<file path="src/rtl/ram_bus_arbiter.sv">
// ram_bus_arbiter: shares a synchronous single-port RAM between a Z80 CPU and a secondary master
// Ports:
//   clk, reset                     rising-edge clock, synchronous active-high reset
//   req                            secondary master wants the bus (level)
//   req_valid/we/addr/wdata        transfer request, accepted when req_valid && req_ready
//   req_ready, req_rdata, req_rvalid  handshake, read data and one-cycle read strobe
//   grant                          bus currently owned by the secondary master
//   nBUSRQ / nBUSACK               Z80 bus request / acknowledge, active-low
//   cpu_addr/wdata/we              CPU-side RAM access
//   ram_addr/din/we, ram_dout      RAM port, read data one cycle after the address
module ram_bus_arbiter #(
    parameter int MAX_BURST = 64,
    parameter int CPU_SLOT  = 16
) (
    input  logic        clk,
    input  logic        reset,
    input  logic        req,
    input  logic        req_valid,
    input  logic        req_we,
    input  logic [13:0] req_addr,
    input  logic [7:0]  req_wdata,
    output logic        req_ready,
    output logic [7:0]  req_rdata,
    output logic        req_rvalid,
    output logic        grant,
    output logic        nBUSRQ,
    input  logic        nBUSACK,
    input  logic [13:0] cpu_addr,
    input  logic [7:0]  cpu_wdata,
    input  logic        cpu_we,
    output logic [13:0] ram_addr,
    output logic [7:0]  ram_din,
    output logic        ram_we,
    input  logic [7:0]  ram_dout
);
    typedef enum logic [2:0] {IDLE, REQ, GRANT, RELEASE, COOLDOWN} stateType;

    localparam logic [7:0] burstMax = 8'(MAX_BURST);
    localparam logic [7:0] slotLen  = 8'(CPU_SLOT);

    stateType   state, stateNext;
    logic [7:0] burstCnt, slotCnt;
    logic       accept;

    // Counters are held at zero outside their state, so entry always starts from zero
    always_ff @(posedge clk) begin
        if (reset) begin
            state      <= IDLE;
            burstCnt   <= '0;
            slotCnt    <= '0;
            req_rvalid <= 1'b0;
        end else begin
            state      <= stateNext;
            burstCnt   <= (state != GRANT) ? '0 : burstCnt + 8'(accept && burstCnt < burstMax);
            slotCnt    <= (state != COOLDOWN) ? '0 : slotCnt + 8'(slotCnt < slotLen);
            req_rvalid <= accept && !req_we;
        end
    end

    always_comb begin
        stateNext = state;
        grant     = state == GRANT;
        nBUSRQ    = !(state == REQ || state == GRANT);
        req_ready = grant && burstCnt < burstMax && !nBUSACK;
        accept    = req_valid && req_ready;
        case (state)
            IDLE:     if (req) stateNext = REQ;
            REQ:      if (!nBUSACK) stateNext = GRANT;
                      else if (!req) stateNext = RELEASE;
            // A full burst is only seen the cycle after the last accept, so that cycle idles with ready low
            GRANT:    if (!req || burstCnt == burstMax || nBUSACK) stateNext = RELEASE;
            RELEASE:  if (nBUSACK) stateNext = COOLDOWN;
            COOLDOWN: if (slotCnt >= slotLen - 8'd1) stateNext = IDLE;
            default:  stateNext = IDLE;
        endcase
        ram_addr = grant ? req_addr : cpu_addr;
        ram_din  = grant ? req_wdata : cpu_wdata;
        ram_we   = grant ? accept && req_we : cpu_we;
    end

    assign req_rdata = ram_dout;
endmodule

</file>
<file path="config.mk">
export PLATFORM = sky130hd
export DESIGN_NAME = ram_bus_arbiter
export DESIGN_NICKNAME = d
export VERILOG_FILES = /design/src/rtl/ram_bus_arbiter.sv
export SDC_FILE = /design/constraint.sdc
export NUM_CORES = 1
export LEC_CHECK = 0
export ABC_CLOCK_PERIOD_IN_PS = 2550
export BUFFER_PORTS_ARGS = -buffer_cell sky130_fd_sc_hd__clkbuf_2
export CORE_ASPECT_RATIO = 1.2
export CORE_MARGIN = 2
export CORE_UTILIZATION = 41
export DETAILED_ROUTE_END_ITERATION = 12
export GPL_ROUTABILITY_DRIVEN = 0
export PLACE_DENSITY = 0.9
export SLEW_MARGIN = 20
export SYNTH_ARGS = -nofsm -noshare
export SYNTH_HDL_FRONTEND = slang
export SYNTH_SLANG_ARGS = --single-unit
export TNS_END_PERCENT = 50
</file>
<file path="constraint.sdc">
create_clock -name clk -period 2.55 [get_ports clk]
set_input_delay 0.3825 -clock clk [delete_from_list [all_inputs] [get_ports clk]]
set_output_delay 0.3825 -clock clk [all_outputs]
set_load 0.02 [all_outputs]
</file>
# Yosys cells after proc, flatten, opt, wreduce, memory -nomap -nowiden
# Index checks and enable logic that the tools add are counted.
[totals]
reg_bits = 20
latch_bits = 0
mem_bits_rw = 0
mem_bits_ro = 0
output_inout_bits = 35
wordCells = 48
mem_count = 0
[op_classes]
add_sub_neg = 2
n_mul = 0
n_div = 0
n_lt_le_gt_ge = 3
eq_ne = 12
n_shift = 0
muxes = 10
bitwise = 0
n_reduce_logical = 17
[op_table]
columns = ["cell", "count"]
rows = [
  ["3-bit two-way mux", 6],
  ["8-bit by 1-bit adder with 8-bit output", 2],
  ["3-bit case mux with 5 select lines", 1],
  ["14-bit two-way mux", 1],
  ["8-bit by 7-bit equality test with 1-bit output (second input constant)", 1],
  ["8-bit by 4-bit >= comparator with 1-bit output (second input constant)", 1],
  ["8-bit by 5-bit less-than comparator with 1-bit output (second input constant)", 1],
  ["8-bit by 7-bit less-than comparator with 1-bit output (second input constant)", 1],
  ["8-bit two-way mux", 1],
  ["3-bit by 2-bit equality test with 1-bit output (second input constant)", 2],
  ["1-bit logical AND", 6],
  ["2-bit != test (second input constant)", 3],
  ["3-bit != test (second input constant)", 2],
  ["5-bit AND reduction", 1],
  ["1-bit logical NOT", 4],
  ["2-bit OR reduction", 2],
  ["3-bit by 1-bit equality test with 1-bit output (second input constant)", 1],
  ["3-bit equality test (second input constant)", 1],
  ["3-bit logical NOT", 1],
  ["1-bit logical OR", 3],
  ["3-bit by 2-bit != test with 1-bit output (second input constant)", 1],
  ["2-bit by 1-bit != test with 1-bit output (second input constant)", 1],
  ["1-bit two-way mux", 1],
]

# Longest topological paths before layout
[logic_depth]
word_depth = 6
depth_mapped = 10

# Least setup slack after synthesis
# Ideal clock, no wire load.
[synth_path]
path_kind = "register -> register"
start = "reg state[1]"
end = "reg burstCnt[7]"
t_arrival_ns = 2.036
required_time_ns = 2.431
slack_ns = 0.396
stages_incl_launch_ff = 11
path_buffers = 2
cell_sequence = "dfxtp_1 > buf_4 > or3b_1 > buf_6 > nor4_4 > and2_1 > ha_1 > and3_1 > nand3_1 > xor2_1 > nor2_1"
[synth_via]
elab_chain_len = 6
[synth_rtl]
columns = ["item", "line", "source"]
rows = [
  ["start, declared", "41", "stateType state, stateNext;"],
  ["start signal, assigned", "53", "state <= stateNext;"],
  ["3-bit by 2-bit equality test with 1-bit output", "62", "grant = state == GRANT;"],
  ["1-bit logical AND (2 in series)", "64", "req_ready = grant && burstCnt < burstMax && !nBUSACK;"],
  ["via req_ready", "22", "output logic req_ready,"],
  ["1-bit logical AND", "65", "accept = req_valid && req_ready;"],
  ["1-bit logical AND", "54", "burstCnt <= (state != GRANT) ? '0 : burstCnt + 8'(accept && burstCnt < burstMax);"],
  ["8-bit by 1-bit adder with 8-bit output", "54", ""],
  ["end signal, assigned", "54", ""],
  ["end, declared", "42", "logic [7:0] burstCnt, slotCnt;"],
]
# The timed path passes the listed nets, and every way through them passes these cells.
# A chain may end at the register's enable or synchronous reset.

# Final worst setup path
[layout_path]
start = "reg state[1]"
end = "out ram_we"
[layout_via]
elab_chain_len = 6
[layout_rtl]
columns = ["item", "line", "source"]
rows = [
  ["3-bit by 2-bit equality test with 1-bit output *", "62", ""],
  ["1-bit logical AND (2 in series)", "64", ""],
  ["1-bit logical AND", "65", ""],
  ["1-bit logical AND", "78", "ram_we = grant ? accept && req_we : cpu_we;"],
  ["1-bit two-way mux *", "78", ""],
  ["end, declared", "33", "output logic ram_we,"],
]
# Every way passes the cells marked *; elsewhere a longest branch is shown, timed or not.

==> run metrics <==
setup violators final 0; Detailed Place HPWL between 2000 and 3000 microns; Hold Crit Class primary input to register; htree depth 1; Syn Nets ~240; Leak about 0.90 nW; vias per std cell between 4 and 5; residual DRC count 0; Avg Cell Area, Syn 7.58 sq um; Ys Warns 0; Internal Power 606 uW; max capacitance violation total 0; Setup CP Type register to primary output; clk_skew 0.0129 ns; Fill cells 292; CORE AREA around 0.0031 sq mm; post-layout min period around 2.4 ns; GRT overflow 0; Post-DRT Antenna Nets 0; endpoints failing hold 0; total power 1.04 mW; switching pwr 435 uW; Seq pwr share between 30 and 40%; via count about 1400; Clk pwr share between 15 and 20%; Slew Limit Fails 0; Final TNS setup 0 ns; period utilization 95.4%; Final nets roughly 300; VDD IR max between 0.6 and 0.7 mV; number of global-route vias before repair about 1300; Pre-antenna DRT Iters 4; die width ~56 microns; sw frac 41.8%; first-pass GRT wire length 5230 microns; Rows 22; clk sinks 20; Tot GR Track Use between 15 and 20%; Least-Margin Pin Slew 0.403 ns; crit-path max FO 9; Seq. cell area approximately 400 sq um; Ant. Diodes 0; status finished clean; Synth Instances about 180; #FFs+latches synth 20; Skew-Pair Late Insertion Delay 0.31 ns; drt wl/cell 11.3 microns; clk buf depth 2; CP endpoint kind primary output; largest net degree at the start of global routing 27; die height 66.8 microns; antenna violations before repair 0; CP Data Arrival Time 2.05 ns; multi-input logic area between 800 and 900 sq um; area grow syn2layout 27.5%; CTS Root Cell clkbuf_4; worst path required time around 2.2 ns; die area 0.00377 sq mm; port bufs between 70 and 80; Max Fclk about 0.4 GHz; Synth Cell Area roughly 0.0013 sq mm; number of I/O pins 94; initial core utilization a little over two fifths; total routed wirelength about 3200 microns; slew margin rel. between 70 and 80%; Yosys cell types 36; R2R setup slack around 0.28 ns; pwr/cell area 605 mW/mm^2; Reg clk slew, reported paths roughly 0.11 ns; sequential-to-total area share from yosys stat 29.7%; CP Launch Type register; CTS tree built; number of buffers created by CTS 3; drt initial violations 34; proportion of layout cells with a drive suffix above 1 36.7%; RSZ-0062 raised after global routing false; Comb pwr share approximately half
cell type report:
cell class / count / share of cell area, %
repair buffers: 78 / 22.9
multi-input cells: 140 / 48.3
well taps: 36 / 2.62
inverters: 3 / 0.873
clock buffers: 4 / 2.11
flip-flops and latches: 20 / 23.3
synth_stat cells:
cell / instances / area, sq um
nand2_1: 70 / 263
dfxtp_1: 20 / 400
nor2_1: 12 / 45.0
xor2_1: 10 / 87.6
buf_4: 9 / 67.6
and3_1: 8 / 50.1
nand3_1: 5 / 25.0
ha_1: 4 / 50.1
nand4_1: 3 / 18.8
xnor2_1: 3 / 26.3
and2_1: 2 / 12.5
buf_2: 2 / 10.0
buf_6: 2 / 22.5
clkbuf_1: 2 / 7.51
inv_1: 2 / 7.51
nand2b_1: 2 / 12.5
nand3b_1: 2 / 15.0
nor4_4: 2 / 42.5
a2111oi_4: 1 / 27.5
a211oi_1: 1 / 7.51
a22o_1: 1 / 8.76
a31oi_1: 1 / 6.26
clkinv_1: 1 / 3.75
mux2_4: 1 / 15.0
nand4b_1: 1 / 8.76
nor2b_1: 1 / 6.26
nor3b_1: 1 / 7.51
nor3b_2: 1 / 12.5
nor4_1: 1 / 6.26
nor4b_4: 1 / 23.8
o2bb2ai_1: 1 / 8.76
o311ai_0: 1 / 8.76
o31ai_1: 1 / 7.51
or3_1: 1 / 6.26
or3_4: 1 / 11.3
or3b_1: 1 / 8.76
repair_timing:
item,4_1_cts,5_1_grt
setup endpoints to repair,0,22
setup buffers,0,0
gates resized for setup,0,1
hold buffers,0,0
cells by family (layout without fill, tap and decap cells):
group | after synthesis | count (layout) | synth area share (%)
adder cells (fa/ha/maj) | 4 | 4 | 3.71
flip-flops | 20 | 20 | 29.7
AND/OR/NAND/NOR | 115 | 115 | 42.7
multiplexers | 1 | 1 | 1.11
AO/OA/AOI/OAI | 7 | 7 | 5.57
buffers and inverters | 18 | 85 | 8.81
XOR/XNOR | 13 | 13 | 8.44
per-stage QoR:
stage / hold WS, ns / utilization, % / worst slack [ns] / cells / cell area (sq um)
after floorplan: 0.451 / - / 0.396 / 178 / 1350
after global placement: 0.501 / 54.0 / 0.405 / 277 / 1680
after detailed placement: 0.515 / 54.0 / 0.337 / 277 / 1680
after CTS: 0.244 / 55.1 / 0.0180 / 281 / 1720
after global routing: 0.259 / 55.3 / 0.0261 / 281 / 1720
final: 0.241 / 55.3 / 0.118 / 281 / 1720
worst max-delay path, cell delays in order, from the launching register on:
cell and delay (ns):
dfxtp_1 0.49, or3b_1 0.53, nor4_4 0.21, and2_1 0.22, a22o_1 0.14, clkbuf_2 0.16
routing by layer:
layer	global-route usage, %	wire length (microns)	vias to the layer above
met1	16.9	1280	628
met2	36.5	1690	48
met5	0	0	-
li1	-	-	712
met3	1.94	170	8
met4	6.85	48	0
sequential cells by signal, indices dropped and copies added, names as in the netlist:
signal / flops
burstCnt: 8
slotCnt: 8
state: 3
req_rvalid: 1
worst paths after layout:
path	from	endpoint	depth (start not counted)
setup reg to reg	state[1]	burstCnt[5]	8
hold reg to reg	slotCnt[7]	slotCnt[7]	2
setup / recovery	state[1]	ram_we	5
hold / removal	req_we	req_rvalid	2
power by group through the flow:
stage / Sequential (mW) / Clock, mW / Combinational [mW]
after floorplan: 0.340 / 0 / 0.403
after global placement: 0.358 / 0 / 0.498
after detailed placement: 0.359 / 0 / 0.504
after CTS: 0.352 / 0.182 / 0.506
after global routing: 0.357 / 0.192 / 0.551
final: 0.353 / 0.181 / 0.506
cell usage in the layout (no fill, tap or decap), types with 2 or more instances in the layout:
master	instances
and3_1	8
nand2b_1	2
nand3_1	5
nand4_1	3
nor4_4	2
nand3b_1	2
inv_1	2
and2_1	2
clkbuf_2	77
dfxtp_1	20
clkbuf_4	3
nand2_1	70
xor2_1	10
ha_1	4
xnor2_1	3
nor2_1	12
Note: power is estimated with default switching activity, not from simulation.
